## config.mk

```make
export PLATFORM = sky130hd
export DESIGN_NAME = wasm_stack_ctrl_flat
export DESIGN_NICKNAME = d
export VERILOG_FILES = /design/src/rtl/wasm_stack_ctrl_pkg.sv /design/src/rtl/wasm_stack_ctrl_if.sv /design/src/rtl/wasm_stack_alu.sv /design/src/rtl/wasm_stack_ctrl.sv /design/src/flat_wrapper.sv
export SDC_FILE = /design/constraint.sdc
export NUM_CORES = 1
export LEC_CHECK = 0
export ABC_AREA = 0
export BUFFER_PORTS_ARGS = -buffer_cell sky130_fd_sc_hd__buf_4
export CAP_MARGIN = 20
export CORE_MARGIN = 3
export CORE_UTILIZATION = 58
export DETAILED_ROUTE_END_ITERATION = 8
export PLACE_DENSITY = 0.82
export SYNTH_ARGS = -nofsm -noshare
export SYNTH_HDL_FRONTEND = slang
export SYNTH_HIERARCHICAL = 1
export SYNTH_SLANG_ARGS = --single-unit
export TNS_END_PERCENT = 50
```

## constraint.sdc

```tcl
create_clock -name clk -period 4.3 [get_ports clk]
set_input_delay 0.43 -clock clk [delete_from_list [all_inputs] [get_ports clk]]
set_output_delay 0.43 -clock clk [all_outputs]
set_load 0.05 [all_outputs]
```

## src/rtl/wasm_stack_ctrl_pkg.sv

```systemverilog
// Shared opcode, trap-code and FSM state definitions for the wasm stack controller.
package wasm_stack_pkg;

    localparam logic [3:0] OP_NOP  = 4'd0;
    localparam logic [3:0] OP_PUSH = 4'd1;
    localparam logic [3:0] OP_DROP = 4'd2;
    localparam logic [3:0] OP_DUP  = 4'd3;
    localparam logic [3:0] OP_SWAP = 4'd4;
    localparam logic [3:0] OP_ADD  = 4'd5;
    localparam logic [3:0] OP_SUB  = 4'd6;
    localparam logic [3:0] OP_EQZ  = 4'd7;
    localparam logic [3:0] OP_AND  = 4'd8;
    localparam logic [3:0] OP_OR   = 4'd9;
    localparam logic [3:0] OP_XOR  = 4'd10;

    localparam logic [1:0] TRAP_NONE      = 2'd0;
    localparam logic [1:0] TRAP_UNDERFLOW = 2'd1;
    localparam logic [1:0] TRAP_OVERFLOW  = 2'd2;
    localparam logic [1:0] TRAP_ILLEGAL   = 2'd3;

    typedef enum logic [3:0] {
        IDLE, CHECK, RD2, WAIT2, POP, WR2, WRTOP, PUSH, SETTLE, RESP
    } state_t;

    function automatic logic is_binary(input logic [3:0] op);
        return op inside {OP_ADD, OP_SUB, OP_AND, OP_OR, OP_XOR};
    endfunction

endpackage

```

## src/rtl/wasm_stack_ctrl_if.sv

```systemverilog
// Command/response handshake bundle between a host and the wasm stack controller.
interface wasm_stack_ctrl_if #(parameter int WIDTH = 32);
    logic             cmd_valid;
    logic             cmd_ready;
    logic [3:0]       cmd_op;
    logic [WIDTH-1:0] cmd_imm;
    logic             rsp_valid;
    logic             rsp_ready;
    logic [WIDTH-1:0] rsp_data;
    logic             trap;
    logic [1:0]       trap_code;

    modport master (
        output cmd_valid, cmd_op, cmd_imm, rsp_ready,
        input  cmd_ready, rsp_valid, rsp_data, trap, trap_code
    );
    modport slave (
        input  cmd_valid, cmd_op, cmd_imm, rsp_ready,
        output cmd_ready, rsp_valid, rsp_data, trap, trap_code
    );
endinterface

```

## src/rtl/wasm_stack_alu.sv

```systemverilog
// Combinational datapath for the arithmetic/logic opcodes; a is the deeper operand.
module wasm_stack_alu
    import wasm_stack_pkg::*;
#(
    parameter int WIDTH = 32
) (
    input  logic [3:0]       op,
    input  logic [WIDTH-1:0] a,
    input  logic [WIDTH-1:0] b,
    output logic [WIDTH-1:0] result
);

    always_comb begin
        result = '0;
        case (op)
            OP_ADD:  result = a + b;
            OP_SUB:  result = a - b;
            OP_EQZ:  result = {{(WIDTH-1){1'b0}}, (a == '0)};
            OP_AND:  result = a & b;
            OP_OR:   result = a | b;
            OP_XOR:  result = a ^ b;
            default: result = '0;
        endcase
    end

endmodule

```

## src/rtl/wasm_stack_ctrl.sv

```systemverilog
// Sequencer turning wasm stack opcodes into one-strobe-per-cycle stack accesses.
// Define WASM_STACK_TRAP_EN to trap on stack underflow/overflow in CHECK.
module wasm_stack_ctrl
    import wasm_stack_pkg::*;
#(
    parameter int DEPTH_LOG2 = 5,
    parameter int WIDTH      = 32
) (
    input  logic                  clk,
    input  logic                  reset,
    wasm_stack_ctrl_if.slave      bus,
    output logic                  stk_push,
    output logic                  stk_pop,
    output logic                  stk_read_second,
    output logic                  stk_write_top,
    output logic                  stk_write_second,
    output logic [WIDTH-1:0]      stk_push_data,
    output logic [WIDTH-1:0]      stk_write_data,
    input  logic [WIDTH-1:0]      stk_top_data,
    input  logic [WIDTH-1:0]      stk_second_data,
    input  logic [DEPTH_LOG2-1:0] stk_depth
);

    state_t           state;
    logic [3:0]       op_q;
    logic [WIDTH-1:0] imm_q, a_q, b_q;
    logic             rsp_valid_q, trap_q;
    logic [WIDTH-1:0] rsp_data_q;
    logic [1:0]       trap_code_q;
    logic [WIDTH-1:0] alu_a, alu_res, rsp_top;

    assign bus.cmd_ready = (state == IDLE) && !reset;
    assign bus.rsp_valid = rsp_valid_q;
    assign bus.rsp_data  = rsp_data_q;
    assign bus.trap      = trap_q;
    assign bus.trap_code = trap_code_q;

    // EQZ evaluates straight off the live top in CHECK; binary ops use latched operands
    assign alu_a   = (state == CHECK) ? stk_top_data : a_q;
    assign rsp_top = (stk_depth == '0) ? '0 : stk_top_data;

    wasm_stack_alu #(.WIDTH(WIDTH)) u_alu (
        .op     (op_q),
        .a      (alu_a),
        .b      (b_q),
        .result (alu_res)
    );

`ifdef WASM_STACK_TRAP_EN
    logic [DEPTH_LOG2-1:0] need;
    logic                  full;

    assign full = (stk_depth == {DEPTH_LOG2{1'b1}});

    always_comb begin
        need = '0;
        if (op_q == OP_DROP || op_q == OP_DUP || op_q == OP_EQZ) need = DEPTH_LOG2'(1);
        if (op_q == OP_SWAP || is_binary(op_q))                  need = DEPTH_LOG2'(2);
    end
`endif

    always_ff @(posedge clk) begin
        if (reset) begin
            state            <= IDLE;
            op_q             <= '0;
            imm_q            <= '0;
            a_q              <= '0;
            b_q              <= '0;
            stk_push         <= 1'b0;
            stk_pop          <= 1'b0;
            stk_read_second  <= 1'b0;
            stk_write_top    <= 1'b0;
            stk_write_second <= 1'b0;
            stk_push_data    <= '0;
            stk_write_data   <= '0;
            rsp_valid_q      <= 1'b0;
            rsp_data_q       <= '0;
            trap_q           <= 1'b0;
            trap_code_q      <= TRAP_NONE;
        end else begin
            stk_push         <= 1'b0;
            stk_pop          <= 1'b0;
            stk_read_second  <= 1'b0;
            stk_write_top    <= 1'b0;
            stk_write_second <= 1'b0;
            case (state)
                IDLE: if (bus.cmd_valid) begin
                    op_q  <= bus.cmd_op;
                    imm_q <= bus.cmd_imm;
                    state <= CHECK;
                end
                CHECK: begin
`ifdef WASM_STACK_TRAP_EN
                    if (stk_depth < need) begin
                        state <= RESP; rsp_valid_q <= 1'b1; rsp_data_q <= rsp_top;
                        trap_q <= 1'b1; trap_code_q <= TRAP_UNDERFLOW;
                    end else if (full && (op_q == OP_PUSH || op_q == OP_DUP)) begin
                        state <= RESP; rsp_valid_q <= 1'b1; rsp_data_q <= rsp_top;
                        trap_q <= 1'b1; trap_code_q <= TRAP_OVERFLOW;
                    end else begin
`else
                    begin
`endif
                        case (op_q)
                            OP_NOP: begin
                                state <= RESP; rsp_valid_q <= 1'b1; rsp_data_q <= rsp_top;
                                trap_q <= 1'b0; trap_code_q <= TRAP_NONE;
                            end
                            OP_PUSH: begin
                                state <= PUSH; stk_push <= 1'b1; stk_push_data <= imm_q;
                            end
                            OP_DUP: begin
                                state <= PUSH; stk_push <= 1'b1; stk_push_data <= stk_top_data;
                            end
                            OP_DROP: begin
                                state <= POP; stk_pop <= 1'b1;
                            end
                            OP_EQZ: begin
                                state <= WRTOP; stk_write_top <= 1'b1; stk_write_data <= alu_res;
                            end
                            OP_SWAP, OP_ADD, OP_SUB, OP_AND, OP_OR, OP_XOR: begin
                                state <= RD2; stk_read_second <= 1'b1;
                            end
                            default: begin
                                state <= RESP; rsp_valid_q <= 1'b1; rsp_data_q <= rsp_top;
                                trap_q <= 1'b1; trap_code_q <= TRAP_ILLEGAL;
                            end
                        endcase
                    end
                end
                RD2: state <= WAIT2;
                WAIT2: begin
                    a_q <= stk_second_data;
                    b_q <= stk_top_data;
                    if (op_q == OP_SWAP) begin
                        state <= WR2; stk_write_second <= 1'b1; stk_write_data <= stk_top_data;
                    end else begin
                        state <= POP; stk_pop <= 1'b1;
                    end
                end
                WR2: begin
                    state <= WRTOP; stk_write_top <= 1'b1; stk_write_data <= a_q;
                end
                POP: begin
                    // DROP ends after the pop; binary ops overwrite the new top with the result
                    if (op_q == OP_DROP) begin
                        state <= SETTLE;
                    end else begin
                        state <= WRTOP; stk_write_top <= 1'b1; stk_write_data <= alu_res;
                    end
                end
                WRTOP, PUSH: state <= SETTLE;
                SETTLE: begin
                    state <= RESP; rsp_valid_q <= 1'b1; rsp_data_q <= rsp_top;
                    trap_q <= 1'b0; trap_code_q <= TRAP_NONE;
                end
                RESP: if (bus.rsp_ready) begin
                    state       <= IDLE;
                    rsp_valid_q <= 1'b0;
                    trap_q      <= 1'b0;
                    trap_code_q <= TRAP_NONE;
                end
                default: state <= IDLE;
            endcase
        end
    end

endmodule

```

## src/flat_wrapper.sv

```systemverilog
// flat-port wrapper written by rule: the top's interface ports become plain ports
module wasm_stack_ctrl_flat import wasm_stack_pkg::*;
#(
    parameter int DEPTH_LOG2 = 5,
    parameter int WIDTH      = 32
)
  (clk, reset, stk_push, stk_pop, stk_read_second, stk_write_top, stk_write_second, stk_push_data, stk_write_data, stk_top_data, stk_second_data, stk_depth, bus_cmd_valid, bus_cmd_op, bus_cmd_imm, bus_rsp_ready, bus_cmd_ready, bus_rsp_valid, bus_rsp_data, bus_trap, bus_trap_code);
  wasm_stack_ctrl_if #(.WIDTH(WIDTH)) bus_i ();
  input  logic clk;
  input  logic reset;
  output logic stk_push;
  output logic stk_pop;
  output logic stk_read_second;
  output logic stk_write_top;
  output logic stk_write_second;
  output logic [WIDTH-1:0] stk_push_data;
  output logic [WIDTH-1:0] stk_write_data;
  input  logic [WIDTH-1:0] stk_top_data;
  input  logic [WIDTH-1:0] stk_second_data;
  input  logic [DEPTH_LOG2-1:0] stk_depth;
  input wire logic [$bits(bus_i.cmd_valid)-1:0] bus_cmd_valid;
  input wire logic [$bits(bus_i.cmd_op)-1:0] bus_cmd_op;
  input wire logic [$bits(bus_i.cmd_imm)-1:0] bus_cmd_imm;
  input wire logic [$bits(bus_i.rsp_ready)-1:0] bus_rsp_ready;
  output wire logic [$bits(bus_i.cmd_ready)-1:0] bus_cmd_ready;
  output wire logic [$bits(bus_i.rsp_valid)-1:0] bus_rsp_valid;
  output wire logic [$bits(bus_i.rsp_data)-1:0] bus_rsp_data;
  output wire logic [$bits(bus_i.trap)-1:0] bus_trap;
  output wire logic [$bits(bus_i.trap_code)-1:0] bus_trap_code;
  assign bus_i.cmd_valid = bus_cmd_valid;
  assign bus_i.cmd_op = bus_cmd_op;
  assign bus_i.cmd_imm = bus_cmd_imm;
  assign bus_i.rsp_ready = bus_rsp_ready;
  assign bus_cmd_ready = bus_i.cmd_ready;
  assign bus_rsp_valid = bus_i.rsp_valid;
  assign bus_rsp_data = bus_i.rsp_data;
  assign bus_trap = bus_i.trap;
  assign bus_trap_code = bus_i.trap_code;
  wasm_stack_ctrl #(.DEPTH_LOG2(DEPTH_LOG2), .WIDTH(WIDTH)) u_core (.clk(clk), .reset(reset), .bus(bus_i), .stk_push(stk_push), .stk_pop(stk_pop), .stk_read_second(stk_read_second), .stk_write_top(stk_write_top), .stk_write_second(stk_write_second), .stk_push_data(stk_push_data), .stk_write_data(stk_write_data), .stk_top_data(stk_top_data), .stk_second_data(stk_second_data), .stk_depth(stk_depth));
endmodule
```

Word-level counts from Yosys, hierarchy flattened:

Cells that the tools add are included.

* $add $sub $neg: 2
* $mul: 0
* div/mod/pow operators: 0
* order comparisons: 0
* eq/ne operators: 25
* shifts and indexed selects: 0
* multiplexer cells: 33
* bitwise gates (word level): 5
* reduce and logical (&&, ||, !) cells: 22

Operators by type and width (number)
* $mux W32: 6
* $pmux W32 S6: 1
* $pmux W32 S2: 2
* $pmux W32 S4: 1
* $pmux W4 S9: 1
* $add A32 B32 Y32: 1
* $and A32 B32 Y32: 1
* $eq A4 B3 Y1 const B: 8
* $logic_not A32 Y1: 1
* $or A32 B32 Y32: 1
* $sub A32 B32 Y32: 1
* $xor A32 B32 Y32: 1
* $eq A4 B4 Y1 const B: 5
* $eq A4 B2 Y1 const B: 4
* $pmux W4 S4: 1
* $mux W4: 3
* $mux W1: 10
* $ne A2 B2 Y1 const B: 5
* $reduce_or A10 Y1: 1
* $pmux W1 S3: 3
* $eq A4 B1 Y1 const B: 2
* $logic_not A4 Y1: 2
* $reduce_and A2 Y1: 4
* $reduce_or A2 Y1: 4
* 15 further kinds: 18

* register bits: 209
* bits in latches: 0
* RAM bits: 0
* bits in read-only memories: 0
* word-level logic and storage cells: 103
* memories: 0

Logic depth before layout (Yosys ltp):

* depth after elaboration: 6
* gate-level depth with buffers: 20

By module:

The synthesis kept the hierarchy.

By module, submodules not included
* wasm_stack_ctrl: instances 1, cells each 1101, area an instance 8983.6 um^2, seq. area each 4144.0 um^2
* wasm_stack_alu: instances 1, cells each 540, area an instance 3972.6 um^2, seq. area each 0.0 um^2

Worst setup path before layout:

Ideal clock, no wire load.

* path type: register to register
* start point: register u_core.b_q[1]
* end point: register u_core.stk_write_data[31]
* library setup time: 0.091 ns
* arrival time: 3.626 ns
* required time: 4.209 ns
* setup slack: 0.583 ns
* cell stages (with the launch flop): 21
* buffers on the path: 1
* period minus slack after synthesis: 3.717 ns
* path through: dfxtp_1 inv_1 ha_1 or3b_4 nor3b_4 and2_1 nand4_1 nor3_2 a21oi_1 xnor2_1 ha_1 clkbuf_1 nand4_1 nor4_1 a21oi_1 o21ai_1 a31oi_1 xnor2_1 o221ai_1 nand2_1 a311oi_1

* longest elaborated chain between the ends: 4

Ends and longest elaborated chain
* from (decl): RTL line wasm_stack_ctrl.sv:26 `logic [WIDTH-1:0] imm_q, a_q, b_q;`
* from (signal assigned): RTL line wasm_stack_ctrl.sv:134 `b_q <= stk_top_data;`
* $sub A32 B32 Y32 or $add A32 B32 Y32 (tied branches): RTL line wasm_stack_alu.sv:17, wasm_stack_alu.sv:16
* $pmux W32 S6 *: RTL line wasm_stack_alu.sv:15 `case (op)`
* via u_core.alu_res[31]: RTL line wasm_stack_ctrl.sv:30 `logic [WIDTH-1:0] alu_a, alu_res, rsp_top;`
* $mux W32 (on tied branches): RTL line wasm_stack_ctrl.sv:146, wasm_stack_ctrl.sv:104
* $pmux W32 S4 *: RTL line wasm_stack_ctrl.sv:86 `case (state)`
* to (signal assigned): RTL line wasm_stack_ctrl.sv:136 `state <= WR2; stk_write_second <= 1'b1; stk_write_data <= stk_top_data;`
* to (signal assigned): RTL line wasm_stack_ctrl.sv:142 `state <= WRTOP; stk_write_top <= 1'b1; stk_write_data <= a_q;`
* to (signal assigned): RTL line wasm_stack_ctrl.sv:149 `state <= WRTOP; stk_write_top <= 1'b1; stk_write_data <= alu_res;`
* to (decl): RTL line wasm_stack_ctrl.sv:18 `output logic [WIDTH-1:0] stk_write_data,`

The timed path passes the listed nets; every way through them passes the cells marked *. The select of a mux whose other input is x is not followed.
A chain may end at the register's enable or synchronous reset.

Worst setup path after layout:

* start point: register u_core.b_q[0]
* end point: register u_core.stk_write_data[31]

The elaborated chain is that of the path after synthesis.

==> results.sh <==
export IMPL_avgRoutedWirePerCell_um=19.7
export IMPL_power_density_mw_per_mm2=866
export IMPL_cts_buffers=24
export IMPL_synth_seq_area_share_pct=32.0
export IMPL_cts_sinks=207
export IMPL_core_area_mm2=0.0219
export IMPL_routed_wl_met2_mm=20.0
export IMPL_drv_slew=0
export IMPL_holdWs_ps=149
export IMPL_period_share_pct=95.3
export IMPL_final_cell_mix="nand2_1, buf_4, dfxtp_1"
export IMPL_fillers=1706
export IMPL_synth_ff_type="dfxtp_1"
export IMPL_synth_async_reset_ratio_pct=0
export IMPL_layout_commonest_cell="nand2_1"
export IMPL_status="completed"
export IMPL_grt_pass1_vias=12600
export IMPL_min_path_cells=3
export IMPL_dpl_hpwl_mm=29.7
export IMPL_vias=12900
export IMPL_n_antenna_cell=0
export IMPL_cts_buffer_depth=3
export IMPL_drv_cap=0
export IMPL_yosysUniqueCellTypes=78
export IMPL_max_freq_mhz=244
export IMPL_grt_pass1_wl_mm=66.2
export IMPL_grt_max_degree=115
export IMPL_peakVddDrop_mv=0.578
export IMPL_hp_class="in2reg"
export IMPL_synthCells=1641
export IMPL_ios=215
export IMPL_rows=54
export IMPL_drt_iter0_markers=963
export IMPL_layout_nets=2043
export IMPL_synth_seq_cells=207
export IMPL_met1_length_mm=17.1
export IMPL_ys_warn_count=6
export IMPL_port_buffers=214
export IMPL_synthesis_area_mm2=0.0130
export IMPL_drt_vias_per_instance=6.06
export IMPL_routed_wl_mm=42.1
export IMPL_overflow=0
export IMPL_layout_min_cycle_time_ps=4100
export IMPL_cp_end_kind="register"
export IMPL_synth_edf_count=0
export IMPL_p_comb_share_pct=66.9
export IMPL_avgSynthCellArea_um2=7.90
export IMPL_critPathArrivalTime_ps=4520
export IMPL_htreeDepth=1
export IMPL_p_sw_w=0.00659
export IMPL_finalClockSkew_ps=16.5
export IMPL_antenna_left=0
export IMPL_start_kind="register"
export IMPL_root_buffer="clkbuf_16"
export IMPL_drive_gt1_share_pct=20.4
export IMPL_fp_dieH_um=155
export IMPL_fin_util_pct=72.4
export IMPL_p_leak_nw=6.49
export IMPL_switching_share_pct=48.0
export IMPL_placed_cells=2088
export IMPL_top_layer="met4"
export IMPL_cts_tree="yes"
export IMPL_critPathKind="reg2reg"
export IMPL_total_power_w=0.0137
export IMPL_syn_to_final_growth_pct=22.3
export IMPL_post_layout_nonfiller_instances=2134
export IMPL_gp_congestion=0.988
export IMPL_syn_num_nets=1847
export IMPL_hold_viol_final=0
export IMPL_post_route_drc_count=0
export IMPL_slew_headroom_pct=38.2
export IMPL_path_clk_slew_ps=60
export IMPL_setup_violations_final=0
export IMPL_power_internal_w=0.00713
export IMPL_first_pass_iters=5
export IMPL_die_x_um=155
export IMPL_clkPwrFrac_pct=14.6
export IMPL_grt_antenna_before_repair=0
export IMPL_worstRegToRegCells=19
export IMPL_dieArea_mm2=0.0242
export IMPL_route_met3_wl_mm=3.21
export IMPL_grt_use_total_pct=33.3
export IMPL_worst_pin_slew_ps=924
export IMPL_start_util_pct=59.2
export IMPL_sequentialPowerShare_pct=18.5
export IMPL_worstPathMaxFanout=6
export IMPL_required_ps=4720
export IMPL_insertion_delay_ps=530
[cell families (layout without fill, tap and decap cells)]
family	after synthesis	in the layout	share of synthesized area (%)
simple gates	583	583	19.9
compound gates	436	436	23.0
flops	207	207	32.0
buf+inv	192	405	6.52
fa+ha+maj	98	98	9.50
mux	64	64	4.94
xor+xnor	61	61	4.12
[per-stage QoR]
step	setup WS (ps)	cell area, µm²	TNS, ps
floorplan	583	13000	0
global placement	247	15000	0
detailed placement	156	15000	0
CTS	124	15800	0
global route	-53.4	15800	-61.0
finish	201	15800	0
[timing repair]
action | CTS | global route
hold buffers | 0 | 0
buffers inserted | 0 | 2
gates resized for setup | 0 | 17
endpoints found under the setup margin | 0 | 10
[cell usage after synthesis, drive strengths merged, types with 2 or more instances]
cell      n  area share (%)
nand2b   45             2.2
nor4bb    2            0.15
nand2   391              11
a211oi   35             2.3
nand3b    2            0.12
xor2     12            0.81
nand4    15            0.72
nor2     70             2.0
mux2i    64             4.9
a22oi    58             3.4
o31ai     5            0.33
and2      3            0.14
o21bai    6            0.35
or4       2            0.12
o31a      3            0.20
a221oi    5            0.39
o21ai    26             1.0
a21o     19             1.1
nand3    11            0.42
a311oi   33             2.5
buf      44             2.2
ha       96             9.3
nor4     12            0.63
a41oi     3            0.26
inv      73             2.1
dfxtp   207              32
a21oi   182             7.1
a31oi     7            0.34
o221ai   26             2.0
a221o     2            0.15
clkbuf   75             2.2
nor3     11            0.54
xnor2    49             3.3
o21a      6            0.35
nor4b     4            0.43
or4b      2            0.18
nor2b     6            0.31
o211ai    9            0.52
nor3b     2            0.24
[area by class of cell]
cell class	instances	area (µm²)	area share, %
flip-flops and latches	207	4140	26.2
repair buffers	289	2210	13.9
clock inverters	3	46.3	0.292
clock buffers	40	722	4.56
multi-input cells	1242	8100	51.1
inverters	73	274	1.73
well taps	280	350	2.21
[sequential cells by signal, summed over array words and instances, names as in the netlist, 4 cells and up]
name and cells:
u_core/a_q 32, u_core/b_q 32, u_core/bus.rsp_data 32, u_core/imm_q 32
u_core/op_q 4, u_core/state 4, u_core/stk_push_data 32, u_core/stk_write_data 32
[critical path, cell delays in order (launching register included)]
cell	delay, ps
dfxtp_1	350
inv_2	90
ha_2	190
or3b_4	410
nor3b_4	190
and2_4	180
nand4_1	220
nor3_2	230
a21oi_1	120
xnor2_1	160
ha_2	330
a311oi_1	280
nand3_1	100
a21oi_1	190
o21ai_2	120
a31oi_1	210
xnor2_1	100
o221ai_1	150
nand2_1	70
a311oi_1	290
[power groups by stage]
stage | Sequential [W] | Clock [W] | Combinational [W]
6_report | 0.00254 | 0.00201 | 0.00917
3_3_place_gp | 0.00256 | 0 | 0.00876
5_1_grt | 0.00258 | 0.00210 | 0.00992
2_1_floorplan | 0.00333 | 0 | 0.00558
4_1_cts | 0.00254 | 0.00202 | 0.00892
3_5_place_dp | 0.00257 | 0 | 0.00885
[routing by layer]
| layer | up-vias | track usage (%) |
|---|---|---|
| met5 | - | 0 |
| met4 | 0 | 13.7 |
| met3 | 106 | 5.23 |
| met2 | 580 | 56.8 |
| met1 | 6109 | 42.1 |
| li1 | 6143 | - |
[final timing paths]
path	slack (ps)	endpoint	start
max	200	u_core/stk_write_data[31]	u_core/b_q[0]
min	150	u_core/a_q[16]	stk_second_data[16]
max reg2reg	200	u_core/stk_write_data[31]	u_core/b_q[0]
min reg2reg	450	u_core/imm_q[30]	u_core/imm_q[30]
(Power assumes the default switching activity.)
